===== src/rtl/rv_iopmp_pkg.sv =====
// Shared definitions for the IOPMP blocks.
//   RESP_*          : AXI response codes.
//   err_wr_state_e  : write-side states of the error responder.
//   err_rd_state_e  : read-side states of the error responder.
package rv_iopmp_pkg;

  localparam logic [1:0] RESP_OKAY   = 2'b00;
  localparam logic [1:0] RESP_SLVERR = 2'b10;
  localparam logic [1:0] RESP_DECERR = 2'b11;

  typedef enum logic [1:0] {
    W_IDLE  = 2'd0,
    W_DRAIN = 2'd1,
    W_RESP  = 2'd2
  } err_wr_state_e;

  typedef enum logic {
    R_IDLE  = 1'b0,
    R_BURST = 1'b1
  } err_rd_state_e;

endpackage


===== src/rtl/rv_iopmp_err_rd_burst.sv =====
// Read half of the IOPMP error responder: accepts one denied AR at a time
// and plays back a full R burst of len+1 zero-data beats carrying RESP_CODE.
// Ports:
//   clk_i, rst_ni              : clock, asynchronous active-low reset
//   req_valid_i/req_ready_o    : denied AR handshake
//   req_id_i, req_len_i        : AR id and len (beats-1) of the denied read
//   r_valid_o/r_ready_i        : R channel handshake
//   r_id_o, r_data_o, r_resp_o : R payload (data always zero)
//   r_last_o                   : final beat marker
//   busy_o                     : burst in progress
module rv_iopmp_err_rd_burst
  import rv_iopmp_pkg::*;
#(
  parameter int unsigned ID_WIDTH   = 8,
  parameter int unsigned DATA_WIDTH = 64,
  parameter logic [1:0]  RESP_CODE  = RESP_SLVERR
) (
  input  logic                  clk_i,
  input  logic                  rst_ni,
  input  logic                  req_valid_i,
  output logic                  req_ready_o,
  input  logic [ID_WIDTH-1:0]   req_id_i,
  input  logic [7:0]            req_len_i,
  output logic                  r_valid_o,
  input  logic                  r_ready_i,
  output logic [ID_WIDTH-1:0]   r_id_o,
  output logic [DATA_WIDTH-1:0] r_data_o,
  output logic [1:0]            r_resp_o,
  output logic                  r_last_o,
  output logic                  busy_o
);

  err_rd_state_e         state_q, state_d;
  logic [ID_WIDTH-1:0]   id_q, id_d;
  logic [7:0]            len_q, len_d;
  logic [7:0]            cnt_q, cnt_d;
  // Holds the request port closed while reset is active and for the first
  // edge after release, so every handshake output reads 0 during reset
  // while still being decoded purely from flops.
  logic                  armed_q;

  assign req_ready_o = armed_q && (state_q == R_IDLE);
  assign r_valid_o   = (state_q == R_BURST);
  assign r_id_o      = id_q;
  assign r_data_o    = '0;
  assign r_resp_o    = RESP_CODE;
  // Equality compare ends the burst at beat len, so len=255 finishes on the
  // 256th beat before the 8-bit counter could wrap.
  assign r_last_o    = (state_q == R_BURST) && (cnt_q == len_q);
  assign busy_o      = (state_q != R_IDLE);

  always_comb begin
    state_d = state_q;
    id_d    = id_q;
    len_d   = len_q;
    cnt_d   = cnt_q;
    case (state_q)
      R_IDLE: begin
        if (req_valid_i && req_ready_o) begin
          id_d    = req_id_i;
          len_d   = req_len_i;
          cnt_d   = 8'd0;
          state_d = R_BURST;
        end
      end
      R_BURST: begin
        if (r_ready_i) begin
          if (cnt_q == len_q) begin
            state_d = R_IDLE;
          end else begin
            cnt_d = cnt_q + 8'd1;
          end
        end
      end
      default: state_d = R_IDLE;
    endcase
  end

  always_ff @(posedge clk_i or negedge rst_ni) begin
    if (!rst_ni) begin
      state_q <= R_IDLE;
      id_q    <= '0;
      len_q   <= 8'd0;
      cnt_q   <= 8'd0;
      armed_q <= 1'b0;
    end else begin
      state_q <= state_d;
      id_q    <= id_d;
      len_q   <= len_d;
      cnt_q   <= cnt_d;
      armed_q <= 1'b1;
    end
  end

endmodule


===== src/rtl/rv_iopmp_err_responder.sv =====
// Terminal AXI responder for IOPMP-denied transactions. Denied writes have
// their W beats drained and get a single error B response; denied reads get
// a full error R burst, so the upstream master always sees completion.
// Ports:
//   clk_i, rst_ni                       : clock, asynchronous active-low reset
//   wr_req_valid_i/ready_o, wr_req_id_i : denied AW handshake and id
//   w_valid_i/w_ready_o, w_last_i       : W beats to discard
//   b_valid_o/b_ready_i, b_id_o, b_resp_o : error B response
//   rd_req_valid_i/ready_o, rd_req_id_i, rd_req_len_i : denied AR
//   r_valid_o/r_ready_i, r_id_o, r_data_o, r_resp_o, r_last_o : error R burst
//   busy_o                              : either direction not idle
module rv_iopmp_err_responder
  import rv_iopmp_pkg::*;
#(
  parameter int unsigned ID_WIDTH   = 8,
  parameter int unsigned DATA_WIDTH = 64,
  parameter logic [1:0]  RESP_CODE  = RESP_SLVERR
) (
  input  logic                  clk_i,
  input  logic                  rst_ni,
  input  logic                  wr_req_valid_i,
  output logic                  wr_req_ready_o,
  input  logic [ID_WIDTH-1:0]   wr_req_id_i,
  input  logic                  w_valid_i,
  output logic                  w_ready_o,
  input  logic                  w_last_i,
  output logic                  b_valid_o,
  input  logic                  b_ready_i,
  output logic [ID_WIDTH-1:0]   b_id_o,
  output logic [1:0]            b_resp_o,
  input  logic                  rd_req_valid_i,
  output logic                  rd_req_ready_o,
  input  logic [ID_WIDTH-1:0]   rd_req_id_i,
  input  logic [7:0]            rd_req_len_i,
  output logic                  r_valid_o,
  input  logic                  r_ready_i,
  output logic [ID_WIDTH-1:0]   r_id_o,
  output logic [DATA_WIDTH-1:0] r_data_o,
  output logic [1:0]            r_resp_o,
  output logic                  r_last_o,
  output logic                  busy_o
);

  err_wr_state_e       wr_state_q, wr_state_d;
  logic [ID_WIDTH-1:0] wr_id_q, wr_id_d;
  // Keeps wr_req_ready_o low during reset and the first edge after release.
  logic                wr_armed_q;
  logic                rd_busy;

  // Ready/valid are decoded from flops only: no path from any valid input.
  assign wr_req_ready_o = wr_armed_q && (wr_state_q == W_IDLE);
  assign w_ready_o      = (wr_state_q == W_DRAIN);
  assign b_valid_o      = (wr_state_q == W_RESP);
  assign b_id_o         = wr_id_q;
  assign b_resp_o       = RESP_CODE;

  always_comb begin
    wr_state_d = wr_state_q;
    wr_id_d    = wr_id_q;
    case (wr_state_q)
      W_IDLE: begin
        if (wr_req_valid_i && wr_req_ready_o) begin
          wr_id_d    = wr_req_id_i;
          wr_state_d = W_DRAIN;
        end
      end
      W_DRAIN: begin
        // W data is simply dropped; only the last marker matters.
        if (w_valid_i && w_last_i) begin
          wr_state_d = W_RESP;
        end
      end
      W_RESP: begin
        if (b_ready_i) begin
          wr_state_d = W_IDLE;
        end
      end
      default: wr_state_d = W_IDLE;
    endcase
  end

  always_ff @(posedge clk_i or negedge rst_ni) begin
    if (!rst_ni) begin
      wr_state_q <= W_IDLE;
      wr_id_q    <= '0;
      wr_armed_q <= 1'b0;
    end else begin
      wr_state_q <= wr_state_d;
      wr_id_q    <= wr_id_d;
      wr_armed_q <= 1'b1;
    end
  end

  rv_iopmp_err_rd_burst #(
    .ID_WIDTH   (ID_WIDTH),
    .DATA_WIDTH (DATA_WIDTH),
    .RESP_CODE  (RESP_CODE)
  ) u_rd_burst (
    .clk_i       (clk_i),
    .rst_ni      (rst_ni),
    .req_valid_i (rd_req_valid_i),
    .req_ready_o (rd_req_ready_o),
    .req_id_i    (rd_req_id_i),
    .req_len_i   (rd_req_len_i),
    .r_valid_o   (r_valid_o),
    .r_ready_i   (r_ready_i),
    .r_id_o      (r_id_o),
    .r_data_o    (r_data_o),
    .r_resp_o    (r_resp_o),
    .r_last_o    (r_last_o),
    .busy_o      (rd_busy)
  );

  assign busy_o = (wr_state_q != W_IDLE) || rd_busy;

endmodule


===== config.mk =====
export PLATFORM = sky130hd
export DESIGN_NAME = rv_iopmp_err_responder
export DESIGN_NICKNAME = d
export VERILOG_FILES = /design/src/rtl/rv_iopmp_pkg.sv /design/src/rtl/rv_iopmp_err_rd_burst.sv /design/src/rtl/rv_iopmp_err_responder.sv
export SDC_FILE = /design/constraint.sdc
export NUM_CORES = 1
export LEC_CHECK = 0
export ABC_AREA = 1
export CORE_ASPECT_RATIO = 0.8
export CORE_UTILIZATION = 40
export DETAILED_ROUTE_END_ITERATION = 10
export MAX_ROUTING_LAYER = met4
export PLACE_DENSITY = 0.77
export SYNTH_ARGS = -nofsm -noshare
export SYNTH_HDL_FRONTEND = slang
export SYNTH_HIERARCHICAL = 1
export SYNTH_SLANG_ARGS = --single-unit

===== constraint.sdc =====
create_clock -name clk_i -period 1.4 [get_ports clk_i]
set_input_delay 0.21 -clock clk_i [delete_from_list [all_inputs] [get_ports clk_i]]
set_output_delay 0.21 -clock clk_i [all_outputs]
set_load 0.02 [all_outputs]

; Yosys cells after proc, flatten, opt, wreduce, memory -nomap -nowiden
; Index checks and enable logic that the tools add are counted.
[totals]
ff_bits = 36
inputBits = 32
out_inout_bits = 91
[op_classes]
n_addsub = 1
eq_ne = 9
muxes = 12
bitwise = 1
reduce_logical = 13
[op_table]
columns = operator, count
row1 = two-way mux 8 bit, 3
row2 = case mux 8 bit (2 select lines), 1
row3 = "adder 8 x 1 -> 8 bit, second input constant", 1
row4 = == test 8 bit, 1
row5 = logical AND 1 bit, 6
row6 = two-way mux 2 bit, 3
row7 = "!= test 2 x 1 -> 1 bit, second input constant", 3
row8 = "!= test 2 bit, second input constant", 3
row9 = case mux 2 bit (3 select lines), 1
row10 = AND reduction 3 bit, 2
row11 = AND reduction 2 bit, 2
row12 = two-way mux 1 bit, 3
row13 = "== test 2 x 1 -> 1 bit, second input constant", 1
row14 = "== test 2 bit, second input constant", 1
row15 = zero test 2 bit, 1
row16 = case mux 1 bit (2 select lines), 1
row17 = nonzero test 2 bit, 1
row18 = logical OR 1 bit, 1
row19 = inverter 1 bit, 1

; Logic depth before layout (Yosys ltp)
; Gate-level depths: netlist of run 1.
[depth]
ltp_word = 5
mapped_depth = 11
mapped_depth_nobuf = 11

; Cells and area by module
; The synthesis of run 1 kept the hierarchy.
[modules_own_cells]
columns = module, n_inst, cells_each, area_each_um2, seq_area_each_um2
row1 = rv_iopmp_err_rd_burst, 1, 209, 1900.6, 650.6
row2 = rv_iopmp_err_responder, 1, 56, 511.7, 275.3

; Worst setup path after synthesis of run 1
; Ideal clock, no wire load.
[synth_path]
kind = register -> register
start = register u_rd_burst.state_q, in the netlist u_rd_burst/busy_o
end = register u_rd_burst.len_q[0]
arrival_time_ns = 1.278
required_ns = 1.275
slack_ns = -0.004
stages_incl_launch_ff = 6
n_path_buf = 2
period_less_slack_ns = 1.404
cell_sequence = dfrtp_1 > buf_6 > nor2_4 > nand2_4 > buf_6 > mux2_4
[synth_via]
elab_chain_len = 4
[synth_rtl]
columns = element, line
row1 = "start, declared", rv_iopmp_err_rd_burst.sv:33  ; err_rd_state_e state_q, state_d;
row2 = "start signal, assigned", rv_iopmp_err_rd_burst.sv:87  ; state_q <= state_d;
row3 = inverter 1 bit (no source line), n/a
row4 = logical AND 1 bit, rv_iopmp_err_rd_burst.sv:42  ; assign req_ready_o = armed_q && (state_q == R_IDLE);
row5 = named net rd_req_ready_o, rv_iopmp_err_responder.sv:32  ; output logic rd_req_ready_o,
row6 = logical AND 1 bit, rv_iopmp_err_rd_burst.sv:59  ; if (req_valid_i && req_ready_o) begin
row7 = AND reduction 2 bit (no source line), n/a
row8 = "end signal, assigned", rv_iopmp_err_rd_burst.sv:89  ; len_q <= len_d;
row9 = "end, declared", rv_iopmp_err_rd_burst.sv:35  ; logic [7:0] len_q, len_d;
; The timed path passes the listed nets, and every way through them passes these cells.
; A chain may end at the register's enable or synchronous reset.

; Worst setup path in the final report of run 1
[layout_path]
start = register u_rd_burst.len_q[0]
end = output port r_last_o
[layout_via]
elab_chain_len = 2
[layout_rtl]
columns = element, line
row1 = == test 8 bit, rv_iopmp_err_rd_burst.sv:49  ; assign r_last_o = (state_q == R_BURST) && (cnt_q == len_q);
row2 = logical AND 1 bit, rv_iopmp_err_rd_burst.sv:49
row3 = "end, declared", rv_iopmp_err_responder.sv:40  ; output logic r_last_o,
; Every way passes these cells.

==> impl_summary.txt, run 1 <==
----------------------------------------------------
[Status]
  Run status ... finished with violations
  Failing checks ... setup timing

[Clock tree]
  TritonCTS clock tree ... yes
  H-tree depth ... 2
  Clock Tree Buf Depth ... 2
  Clock network latency to the later pin of the worst-skew pair ... 0.29 ns
  Root Buffer ... sky130_fd_sc_hd__clkbuf_8
  Number of clock sinks ... 37
  TritonCTS buffer count ... 5
  Clock slew seen by the registers of the worst setup and hold paths ... 0.08 ns

[Route]
  Routed wire per std cell ... 10.61 um
  Number of DRC markers in iteration 0 ... 32
  First-pass detailed-route iteration total ... 4
  Total vias in the final route ... 1,735
  Vias per std cell ... 4.073
  Remaining number of nets flagged by the antenna check after routing ... 0
  Total Wirelength ... 4519 um
  Residual DRC ... 0

[Pwr]
  Sequential group share of total power ... 35.4%
  Part of the power in the clock network ... 27.6%
  Switching portion of total power ... 34.91%
  Leakage Power ... 0.001731 uW
  Proportion of power drawn by combinational gates ... 37.0%
  Internal Pwr Total ... 2567 uW
  Worst IR Drop VDD ... 0.6437 mV
  Net Switching ... 1377 uW
  P per Cell Area ... 1265 nW/um^2

[Synth]
  Summed instance area of the synthesized netlist ... 2412 um^2
  Synth Register Bits ... 37
  Warning count from the yosys run ... 6
  Avg Cell Area, Syn ... 9.103 um^2
  Sequential area share after synthesis ... 38.38%
  Synthesized-area fraction occupied by ao, oa, aoi and oai cells ... 2.490%
  Area share of fa/ha/maj cells after synthesis ... 0.5187%
  Xor-xnor portion of the synthesized cell area ... 1.815%
  Number of instances in the synthesized netlist ... 265
  Combinational family with the most area after synthesis ... buffers and inverters
  Synthesized-area fraction occupied by and/or/nand/nor cells ... 21.84%
  Multiplexer area fraction after synthesis ... 8.091%
  Number of distinct library cells after synthesis ... 29

[STA]
  Final critical path time including I/O delays and setup ... 1.588 ns
  Unrepaired setup endpoints after global routing ... true
  Pins over their slew limit ... 0
  Setup WS post-layout ... -0.1875 ns
  Highest attainable clock frequency ... 629.9 MHz
  Summed negative setup slack over all endpoints ... -1.550 ns
  Total setup violations reported at the end of the flow ... 9
  Fin crit share ... 113.4%
  Fin Clk Skew ... 0.008766 ns
  Hold Violations, Final ... 0

[Critical path]
  Chain of cells forming the critical path ... xnor2_1 > nand2_1 > nor2_2 > nand2_2 > nor2_2 > buf_6
  Worst Reg-to-Reg Cells ... 11
  Delay of the slowest critical-path stage ... 0.40 ns
  Arrival time of the worst setup path ... 1.38 ns
  Instance count on the critical path ... 6
  Endpoint type of the worst setup path ... primary output
  Crit Path Category ... reg2out
  Maximum fanout encountered on the critical timing path ... 2
  Crit-path slowest cell ... sky130_fd_sc_hd__dfrtp_1
  Critical Path Most Common Cell ... sky130_fd_sc_hd__nor2_2
  Kind of cell with the highest combined delay on the critical path ... flip-flops
  Slack of the worst reg-to-reg path ... -0.19 ns
  Required arrival time at the worst endpoint ... 1.19 ns
  Number of buffers and inverters on the critical path ... 1
  Critical path launch point type ... register

[GRT]
  Global-route wire length before repair ... 7162 um
  Number of antenna violations at the first check in global routing ... 0
  Number of global-route vias before repair ... 1,576
  Total GRT Usage ... 15.27%
  Grt total ovfl ... 0
  Pin count of the biggest net entering global routing ... 21

[Final layout]
  Util after Layout ... 55.53%
  Total non-filler cell area in the finished layout ... 3118 um^2
  Commonest non-fill, non-tap cell in the layout ... sky130_fd_sc_hd__conb_1
  Area growth from synthesis to layout ... 29.25%
  Final #Nets ... 380
  Diodes inserted ... 0
  Most used cells in the layout excluding fill and tap cells ... sky130_fd_sc_hd__conb_1, sky130_fd_sc_hd__nand2_1, sky130_fd_sc_hd__dfrtp_1, sky130_fd_sc_hd__clkdlybuf4s50_1, sky130_fd_sc_hd__buf_4
  Fraction of final layout cells with drive strength greater than 1 ... 24.71%
  FILL cells ... 554
  Multi-input logic area ... 1172 um^2
  Area taken by flip-flops and latches ... 927.1 um^2

[Job]
  Max Cap Violations ... 0

[Floorplan]
  Starting utilization of the core area ... 42.96%
  Overall die height ... 71.46 um
  Floorplan die area ... 6347 um^2
  Core area ... 5615 um^2
  Die W ... 88.83 um
  Io pins ... 123
  Row count ... 24

[Place]
  Number of buffer cells added on primary ports ... 54
  Area post-placement ... 2908 um^2
  Placer congestion estimate ... 0.8018
  Total half-perimeter wirelength after legalization and detailed placement ... 3377 um

[Hold path]
  HP Class ... in2async

----------------------------------------------------
[routing by layer]
metal | share of wire, % | vias to the layer above | track usage (%) | routed length (um)
met3 | 6.0 | 3 | 4.263 | 270
li1 | - | 862 | - | -
met2 | 49 | 76 | 24.44 | 2223
met1 | 44 | 794 | 19.12 | 2000
met5 | 0 | - | - | 0
met4 | 0.55 | 0 | 3.763 | 25
[cells by family after synthesis]
family	count (synthesis)
AND/OR/NAND/NOR	103
buffers and inverters	91
flip-flops	37
multiplexers	13
AO/OA/AOI/OAI	11
XOR/XNOR	5
other	4
adder cells (fa/ha/maj)	1
[area by class of cell]
cell class | instances | area share, %
flip-flops and latches | 37 | 29.74
inverters | 16 | 1.926
well taps | 78 | 3.130
multi-input cells | 204 | 37.60
clock buffers | 5 | 2.207
repair buffers | 83 | 23.31
clock inverters | 3 | 2.087
[worst reg2reg max path, cell delays in order (launching register included)]
cell	delay, ns
sky130_fd_sc_hd__dfrtp_1	0.40
sky130_fd_sc_hd__xnor2_1	0.18
sky130_fd_sc_hd__nand2_1	0.09
sky130_fd_sc_hd__nor2_2	0.15
sky130_fd_sc_hd__nand2_2	0.07
sky130_fd_sc_hd__buf_4	0.14
sky130_fd_sc_hd__buf_6	0.12
sky130_fd_sc_hd__nand2_8	0.07
sky130_fd_sc_hd__nand2_8	0.07
sky130_fd_sc_hd__nand2_8	0.13
sky130_fd_sc_hd__nand2_2	0.06
sky130_fd_sc_hd__nand2_1	0.06
[power by group through the flow]
stage / clock, uW / combinational (uW) / sequential [uW]
2_1_floorplan: 0 / 796 / 1580
3_3_place_gp: 0 / 1480 / 1400
3_5_place_dp: 0 / 1500 / 1420
4_1_cts: 1120 / 1440 / 1390
5_1_grt: 1170 / 1610 / 1420
6_report: 1090 / 1460 / 1400
[sequential cells by signal, summed over array words and instances (netlist names)]
signal	cells
u_rd_burst/armed_q	1
wr_state_q	2
wr_armed_q	1
u_rd_burst/cnt_q	8
u_rd_burst/r_id_o	8
u_rd_burst/len_q	8
u_rd_burst/busy_o	1
b_id_o	8
[synthesized netlist by cell type (all sizes together)]
cell | number | area share (%)
mux2 | 13 | 8.1
dfrtp | 37 | 38
a21oi | 5 | 1.0
buf | 75 | 24
nor2 | 16 | 3.8
nand3 | 11 | 2.8
inv | 16 | 2.5
conb | 4 | 0.62
o21ai | 4 | 0.83
or2 | 1 | 0.26
ha | 1 | 0.52
nand3b | 1 | 0.31
xnor2 | 5 | 1.8
nand4 | 9 | 2.3
o21bai | 1 | 0.31
nand2 | 64 | 12
nor3b | 1 | 0.31
o211ai | 1 | 0.31
[per-stage QoR]
step | instances | hold WS, ns | total power, uW | worst slack, ns
after CTS | 425 | 0.3941 | 3953 | -0.2071
after detailed placement | 413 | 0.1809 | 2916 | -0.4064
final | 426 | 0.3806 | 3944 | -0.1875
after floorplan | 331 | -0.08559 | 2376 | 0.01831
after global placement | 413 | 0.1735 | 2878 | -0.3100
after global routing | 426 | 0.4205 | 4198 | -0.3003
[path summary, 6_finish.rpt]
check	from	end
max	u_rd_burst/len_q[0]	r_last_o
min	rst_ni	u_rd_burst/len_q[6]
max reg2reg	u_rd_burst/len_q[0]	u_rd_burst/cnt_q[2]
min reg2reg	b_id_o[2]	b_id_o[2]
max in group asynchronous	rst_ni	u_rd_burst/r_id_o[6]
min in group clk_i	b_id_o[2]	b_id_o[2]
[repair_timing]
item | in CTS | in global routing
setup buffers | 2 | 1
endpoints found under the hold margin | 18 | 0
cloned | 1 | 0
endpoints found under the setup margin | 46 | 27
pin swaps | 6 | 3
hold buffers | 1 | 0
resized for setup | 54 | 15
Power figures use the tool's default switching activity.
==> inputs of run 2 (changes only) <==
Settings changed: TNS_END_PERCENT set to 50.
==> impl_summary.txt, run 2 (same netlist as run 1, synthesis figures left out) <==
----------------------------------------------------
[Status]
  Run status ... finished with violations (unchanged)
  Failing checks ... setup timing (unchanged)

[Floorplan]
  Floorplan die area ... 6347 um^2 (unchanged)
  Io pins ... 123 (unchanged)
  Overall die height ... 71.46 um (unchanged)
  Row count ... 24 (unchanged)
  Die W ... 88.83 um (unchanged)
  Core area ... 5615 um^2 (unchanged)
  Starting utilization of the core area ... 42.96% (unchanged)

[STA]
  Total setup violations reported at the end of the flow ... 9 (unchanged)
  Hold Violations, Final ... 0 (unchanged)
  Fin Clk Skew ... 0.008766 ns (about the same)
  Fin crit share ... 113.4% (about the same)
  Minimum hold slack ... 0.3813 ns (was 0.3806 ns)
  Unrepaired setup endpoints after global routing ... true (unchanged)
  Pins over their slew limit ... 0 (unchanged)
  Highest attainable clock frequency ... 630.1 MHz (was 629.9 MHz)
  Final critical path time including I/O delays and setup ... 1.587 ns (was 1.588 ns)
  Setup WS post-layout ... -0.1870 ns (was -0.1875 ns)

[Clock tree]
  H-tree depth ... 2 (unchanged)
  Clock network latency to the later pin of the worst-skew pair ... 0.29 ns (about the same)
  TritonCTS buffer count ... 5 (unchanged)
  TritonCTS clock tree ... yes (unchanged)
  Number of clock sinks ... 37 (unchanged)
  Clock Tree Buf Depth ... 2 (unchanged)
  Root Buffer ... sky130_fd_sc_hd__clkbuf_8 (unchanged)
  Clock slew seen by the registers of the worst setup and hold paths ... 0.08 ns (about the same)

[Critical path]
  Critical path launch point type ... register (unchanged)
  Chain of cells forming the critical path ... xnor2_1 > nand2_1 > nor2_2 > nand2_2 > nor2_2 > buf_6 (unchanged)
  Kind of cell with the highest combined delay on the critical path ... flip-flops (unchanged)
  Number of buffers and inverters on the critical path ... 1 (unchanged)
  Crit Path Category ... reg2out (unchanged)
  Slack of the worst reg-to-reg path ... -0.18 ns (was -0.19 ns)
  Critical Path Most Common Cell ... sky130_fd_sc_hd__nor2_2 (unchanged)
  Arrival time of the worst setup path ... 1.38 ns (about the same)
  Maximum fanout encountered on the critical timing path ... 2 (unchanged)
  Delay of the slowest critical-path stage ... 0.40 ns (about the same)
  Crit-path slowest cell ... sky130_fd_sc_hd__dfrtp_1 (unchanged)
  Required arrival time at the worst endpoint ... 1.19 ns (about the same)
  Endpoint type of the worst setup path ... primary output (unchanged)

[Place]
  Placer congestion estimate ... 0.8018 (unchanged)
  Number of buffer cells added on primary ports ... 54 (unchanged)
  Number of cells after detailed placement ... 413 (unchanged)
  Area post-placement ... 2908 um^2 (unchanged)
  Total half-perimeter wirelength after legalization and detailed placement ... 3377 um (unchanged)

[Final layout]
  Total non-filler cell area in the finished layout ... 3103 um^2 (was 3118 um^2)
  Util after Layout ... 55.26% (was 55.53%)
  Diodes inserted ... 0 (unchanged)
  Area growth from synthesis to layout ... 28.63% (was 29.25%)
  Final #Nets ... 380 (unchanged)
  Fraction of final layout cells with drive strength greater than 1 ... 24.43% (was 24.71%)
  Cell Count, Final, Fillers Out ... 426 (unchanged)
  Most used cells in the layout excluding fill and tap cells ... sky130_fd_sc_hd__conb_1, sky130_fd_sc_hd__nand2_1, sky130_fd_sc_hd__dfrtp_1, sky130_fd_sc_hd__clkdlybuf4s50_1, sky130_fd_sc_hd__buf_4 (unchanged)
  Commonest non-fill, non-tap cell in the layout ... sky130_fd_sc_hd__conb_1 (unchanged)

[Route]
  Total Wirelength ... 4502 um (was 4519 um)
  Remaining number of nets flagged by the antenna check after routing ... 0 (unchanged)
  Residual DRC ... 0 (unchanged)
  Number of DRC markers in iteration 0 ... 29 (was 32)
  Total vias in the final route ... 1,746 (was 1,735)
  First-pass detailed-route iteration total ... 4 (unchanged)
  Vias per std cell ... 4.099 (was 4.073)
  Routed wire per std cell ... 10.57 um (was 10.61 um)

[GRT]
  Number of global-route vias before repair ... 1,576 (unchanged)
  Number of antenna violations at the first check in global routing ... 0 (unchanged)
  Global-route wire length before repair ... 7162 um (unchanged)
  Grt total ovfl ... 0 (unchanged)
  Total GRT Usage ... 15.27% (unchanged)
  Pin count of the biggest net entering global routing ... 21 (unchanged)

[Pwr]
  Leakage Power ... 0.001726 uW (was 0.001731 uW)
  Worst IR Drop VDD ... 0.6442 mV (was 0.6437 mV)
  P per Cell Area ... 1265 nW/um^2 (about the same)

[Hold path]
  HP Class ... in2async (unchanged)

[Job]
  Max Cap Violations ... 0 (unchanged)

----------------------------------------------------
[run 2: cell counts in the layout (fill, tap and decap cells not counted)]
Identical to the previous run, type by type.
[run 2: area by class of cell]
| type | instances | area (um^2) |
|---|---|---|
| Timing Repair Buffer | 83 | 714.4 |
| Inverter | 16 | 60.06 |
| Clock buffer | 5 | 68.82 |
| Fill cell | 553 | 2512 |
| Tap cell | 78 | 97.59 |
| Multi-Input combinational cell | 204 | 1170 |
| Sequential cell | 37 | 927.1 |
| Clock inverter | 3 | 65.06 |
[run 2: power by group]
part           switching (uW)  internal [uW]
logic                     857            586
clock network             381            708
registers                 130           1260
[run 2: repair_timing]
item / 4_1_cts / 5_1_grt
cloned: 1 / 0
pin swaps: 6 / 3
buffers inserted: 2 / 1
hold buffers: 1 / 0
resized for setup: 54 / 10
endpoints found under the setup margin: 46 / 27
endpoints found under the hold margin: 18 / 0
[run 2: worst paths after layout]
| check | from | depth (start not counted) | end |
|---|---|---|---|
| max | u_rd_burst/len_q[0] | 6 | r_last_o |
| min in group clk_i | b_id_o[2] | 2 | b_id_o[2] |
| min reg2reg | b_id_o[2] | 2 | b_id_o[2] |
| max reg2reg | u_rd_burst/len_q[0] | 11 | u_rd_burst/cnt_q[2] |
| min | rst_ni | 2 | u_rd_burst/len_q[6] |
| max in group asynchronous | rst_ni | 3 | u_rd_burst/r_id_o[6] |
[run 2: layer usage]
metal  routed length (um)  global-route usage, %  share of wire (%)  vias to the layer above
met1                 1970                  19.12                 44                      802
li1                     -                      -                  -                      862
met2                 2222                  24.44                 49                       79
met4                   25                  3.763               0.56                        0
met3                  284                  4.263                6.3                        3
met5                    0                      -                  0                        -
[run 2: per-stage QoR]
step	TNS [ns]	worst slack, ns	power, uW
2_1_floorplan	0	0.01831	2376
3_3_place_gp	-1.360	-0.3100	2878
3_5_place_dp	-2.082	-0.4064	2916
4_1_cts	-1.458	-0.2071	3953
5_1_grt	-2.640	-0.3003	4182
6_report	-1.548	-0.1870	3925
==> inputs of run 3 (changes only) <==
Settings changed: CORE_UTILIZATION 40 to 44, PLACE_DENSITY 0.77 to 0.84.
Clock period 1.4 ns to 2 ns, I/O delays scaled along.
==> impl_summary.txt, run 3 (same netlist as run 1, synthesis figures left out) <==
----------------------------------------------------
[Pwr]
  P per Cell Area ... 855.2 nW/um^2 (was 1265 nW/um^2)
  Net Switching ... 884.9 uW (was 1369 uW)
  Worst IR Drop VDD ... 0.3932 mV (was 0.6442 mV)
  Proportion of power drawn by combinational gates ... 36.5% (was 36.8%)
  Switching portion of total power ... 36.74% (was 34.87%)
  Leakage Power ... 0.001502 uW (was 0.001726 uW)
  Part of the power in the clock network ... 21.1% (was 27.7%)
  Sequential group share of total power ... 42.3% (was 35.5%)
  Internal Pwr Total ... 1524 uW (was 2557 uW)

[Critical path]
  Source of the critical timing path ... wr_state_q[0] (was u_rd_burst/len_q[0])
  Beginning of the worst register-to-register path ... u_rd_burst/busy_o (was u_rd_burst/len_q[0])
  Worst Reg-to-Reg Cells ... 6 (was 11)
  Critical path launch point type ... register (unchanged)
  Worst flop-to-flop path endpoint ... u_rd_burst/cnt_q[5] (was u_rd_burst/cnt_q[2])
  Required arrival time at the worst endpoint ... 1.70 ns (was 1.19 ns)
  Maximum fanout encountered on the critical timing path ... 4 (was 2)
  Slack of the worst reg-to-reg path ... 0.54 ns (was -0.18 ns)
  Endpoint type of the worst setup path ... primary output (unchanged)
  End point of the critical path ... wr_req_ready_o (was r_last_o)
  Arrival time of the worst setup path ... 1.63 ns (was 1.38 ns)
  Crit Path Category ... reg2out (unchanged)

[GRT]
  Grt total ovfl ... 0 (unchanged)
  Global-route wire length before repair ... 6589 um (was 7162 um)
  Number of global-route vias before repair ... 1,387 (was 1,576)
  Number of antenna violations at the first check in global routing ... 0 (unchanged)
  Total GRT Usage ... 15.10% (was 15.27%)
  Pin count of the biggest net entering global routing ... 24 (was 21)

[Clock tree]
  Number of hold buffers added after CTS ... 0 (was 1)
  Clock network latency to the later pin of the worst-skew pair ... 0.27 ns (was 0.29 ns)
  Clock slew seen by the registers of the worst setup and hold paths ... 0.07 ns (was 0.08 ns)
  TritonCTS clock tree ... yes (unchanged)
  Number of clock sinks ... 37 (unchanged)
  Post-CTS repair timing setup buffer count ... 0 (was 2)
  Clock Tree Buf Depth ... 2 (unchanged)
  H-tree depth ... 2 (unchanged)
  Root Buffer ... sky130_fd_sc_hd__clkbuf_8 (unchanged)
  TritonCTS buffer count ... 5 (unchanged)

[Route]
  First-pass detailed-route iteration total ... 8 (was 4)
  Residual DRC ... 7 (was 0)
  Number of DRC markers in iteration 0 ... 101 (was 29)
  Vias per std cell ... 4.225 (was 4.099)
  Routed wire per std cell ... 10.68 um (was 10.57 um)
  Total vias in the final route ... 1,618 (was 1,746)
  Remaining number of nets flagged by the antenna check after routing ... 0 (unchanged)
  Total Wirelength ... 4090 um (was 4502 um)

[STA]
  Hold Violations, Final ... 7 (was 0)
  Fin crit share ... 96.33%
  Slew Limit Headroom ... 65.40%
  Highest attainable clock frequency ... 519.0 MHz
  Worst slew pin tran ... 0.5190 ns
  Total setup violations reported at the end of the flow ... 0 (was 9)
  Fin Clk Skew ... 0.003603 ns (was 0.008766 ns)
  Unrepaired setup endpoints after global routing ... false (was true)
  Pins over their slew limit ... 0 (unchanged)
  Final critical path time including I/O delays and setup ... 1.927 ns
  Minimum hold slack ... -0.005344 ns (was 0.3813 ns)
  Summed negative setup slack over all endpoints ... 0 ns (was -1.548 ns)

[Final layout]
  Area taken by flip-flops and latches ... 925.9 um^2 (was 927.1 um^2)
  Multi-input logic area ... 1101 um^2 (was 1170 um^2)
  Diodes inserted ... 0 (unchanged)
  Final #Nets ... 354 (was 380)
  Most used cells in the layout excluding fill and tap cells ... sky130_fd_sc_hd__conb_1, sky130_fd_sc_hd__nand2_1, sky130_fd_sc_hd__clkdlybuf4s50_1, sky130_fd_sc_hd__dfrtp_1, sky130_fd_sc_hd__inv_1 (was sky130_fd_sc_hd__conb_1, sky130_fd_sc_hd__nand2_1, sky130_fd_sc_hd__dfrtp_1, sky130_fd_sc_hd__clkdlybuf4s50_1, sky130_fd_sc_hd__buf_4)
  Util after Layout ... 54.68% (was 55.26%)
  Area growth from synthesis to layout ... 16.75% (was 28.63%)
  FILL cells ... 485 (was 553)
  Commonest non-fill, non-tap cell in the layout ... sky130_fd_sc_hd__conb_1 (unchanged)
  Cell Count, Final, Fillers Out ... 383 (was 426)
  Fraction of final layout cells with drive strength greater than 1 ... 11.53% (was 24.43%)
  Total non-filler cell area in the finished layout ... 2816 um^2 (was 3103 um^2)

[Floorplan]
  Core area ... 5151 um^2 (was 5615 um^2)
  Floorplan die area ... 5784 um^2 (was 6347 um^2)
  Starting utilization of the core area ... 46.83% (was 42.96%)
  Row count ... 23 (was 24)
  Die W ... 84.79 um (was 88.83 um)
  Io pins ... 123 (unchanged)
  Overall die height ... 68.23 um (was 71.46 um)

[Status]
  Failing checks ... DRC, hold timing (was setup timing)
  Run status ... finished with violations (unchanged)

[Hold path]
  HP Class ... in2async (unchanged)

[Place]
  Placer congestion estimate ... 0.8439 (was 0.8018)
  Total half-perimeter wirelength after legalization and detailed placement ... 3131 um (was 3377 um)
  Number of cells after detailed placement ... 376 (was 413)
  Number of buffer cells added on primary ports ... 54 (unchanged)
  Area post-placement ... 2730 um^2 (was 2908 um^2)

[Job]
  Max Cap Violations ... 0 (unchanged)

----------------------------------------------------
run 3: cell type report:
cell class / count / share of cell area [%]
timing repair buffer: 58 / 20.08
tap: 62 / 2.754
multi-input combinational: 203 / 39.09
sequential: 37 / 32.87
clock buffer: 7 / 3.065
inverter: 16 / 2.132
run 3: metrics by stage:
| step | hold WS [ns] | total power [uW] | setup WS [ns] |
|---|---|---|---|
| 6_report | -0.005344 | 2409 | 0.07336 |
| 2_1_floorplan | 0.004409 | 1663 | 0.5964 |
| 3_5_place_dp | 0.3054 | 1918 | 0.1128 |
| 3_3_place_gp | 0.3019 | 1883 | 0.1458 |
| 4_1_cts | 0.0005548 | 2438 | 0.06893 |
| 5_1_grt | 0.02773 | 2591 | 0.001927 |
run 3: how the worst min path moves through the flow:
stage,endpoint,cells past startpoint,from,slack [ns]
2_1_floorplan,b_id_o[0],0,rst_ni,0.004
3_3_place_gp,u_rd_burst/r_id_o[2],1,rst_ni,0.30
3_5_place_dp,u_rd_burst/cnt_q[5],1,rst_ni,0.31
4_1_cts,u_rd_burst/cnt_q[5],1,rst_ni,0.0006
5_1_grt,u_rd_burst/cnt_q[5],1,rst_ni,0.03
6_report,u_rd_burst/len_q[5],1,rst_ni,-0.005
run 3: timing repair:
action | CTS | global route
setup endpoints to repair | 1 | 1
resized for setup | 1 | 1
pin swaps | 0 | 0
run 3: critical path, stage by stage (launching register included):
cell and delay, ns:
sky130_fd_sc_hd__dfrtp_1 0.47, sky130_fd_sc_hd__nor3b_1 0.25, sky130_fd_sc_hd__clkdlybuf4s50_1 0.64
run 3: power groups by stage:
stage / sequential [uW] / clock [uW] / combinational, uW
6_report: 1020 / 508 / 880
5_1_grt: 1040 / 567 / 983
4_1_cts: 1020 / 534 / 883
3_5_place_dp: 1040 / 0 / 881
3_3_place_gp: 1020 / 0 / 862
2_1_floorplan: 1110 / 0 / 557
run 3: routing by layer:
layer	wire (um)	vias to the layer above	part of all wire (%)	track usage (%)
li1	-	802	-	-
met1	1837	744	45	19.51
met2	2014	72	49	24.29
met3	238	0	5.8	3.981
met4	0	0	0	3.178
met5	0	-	0	-
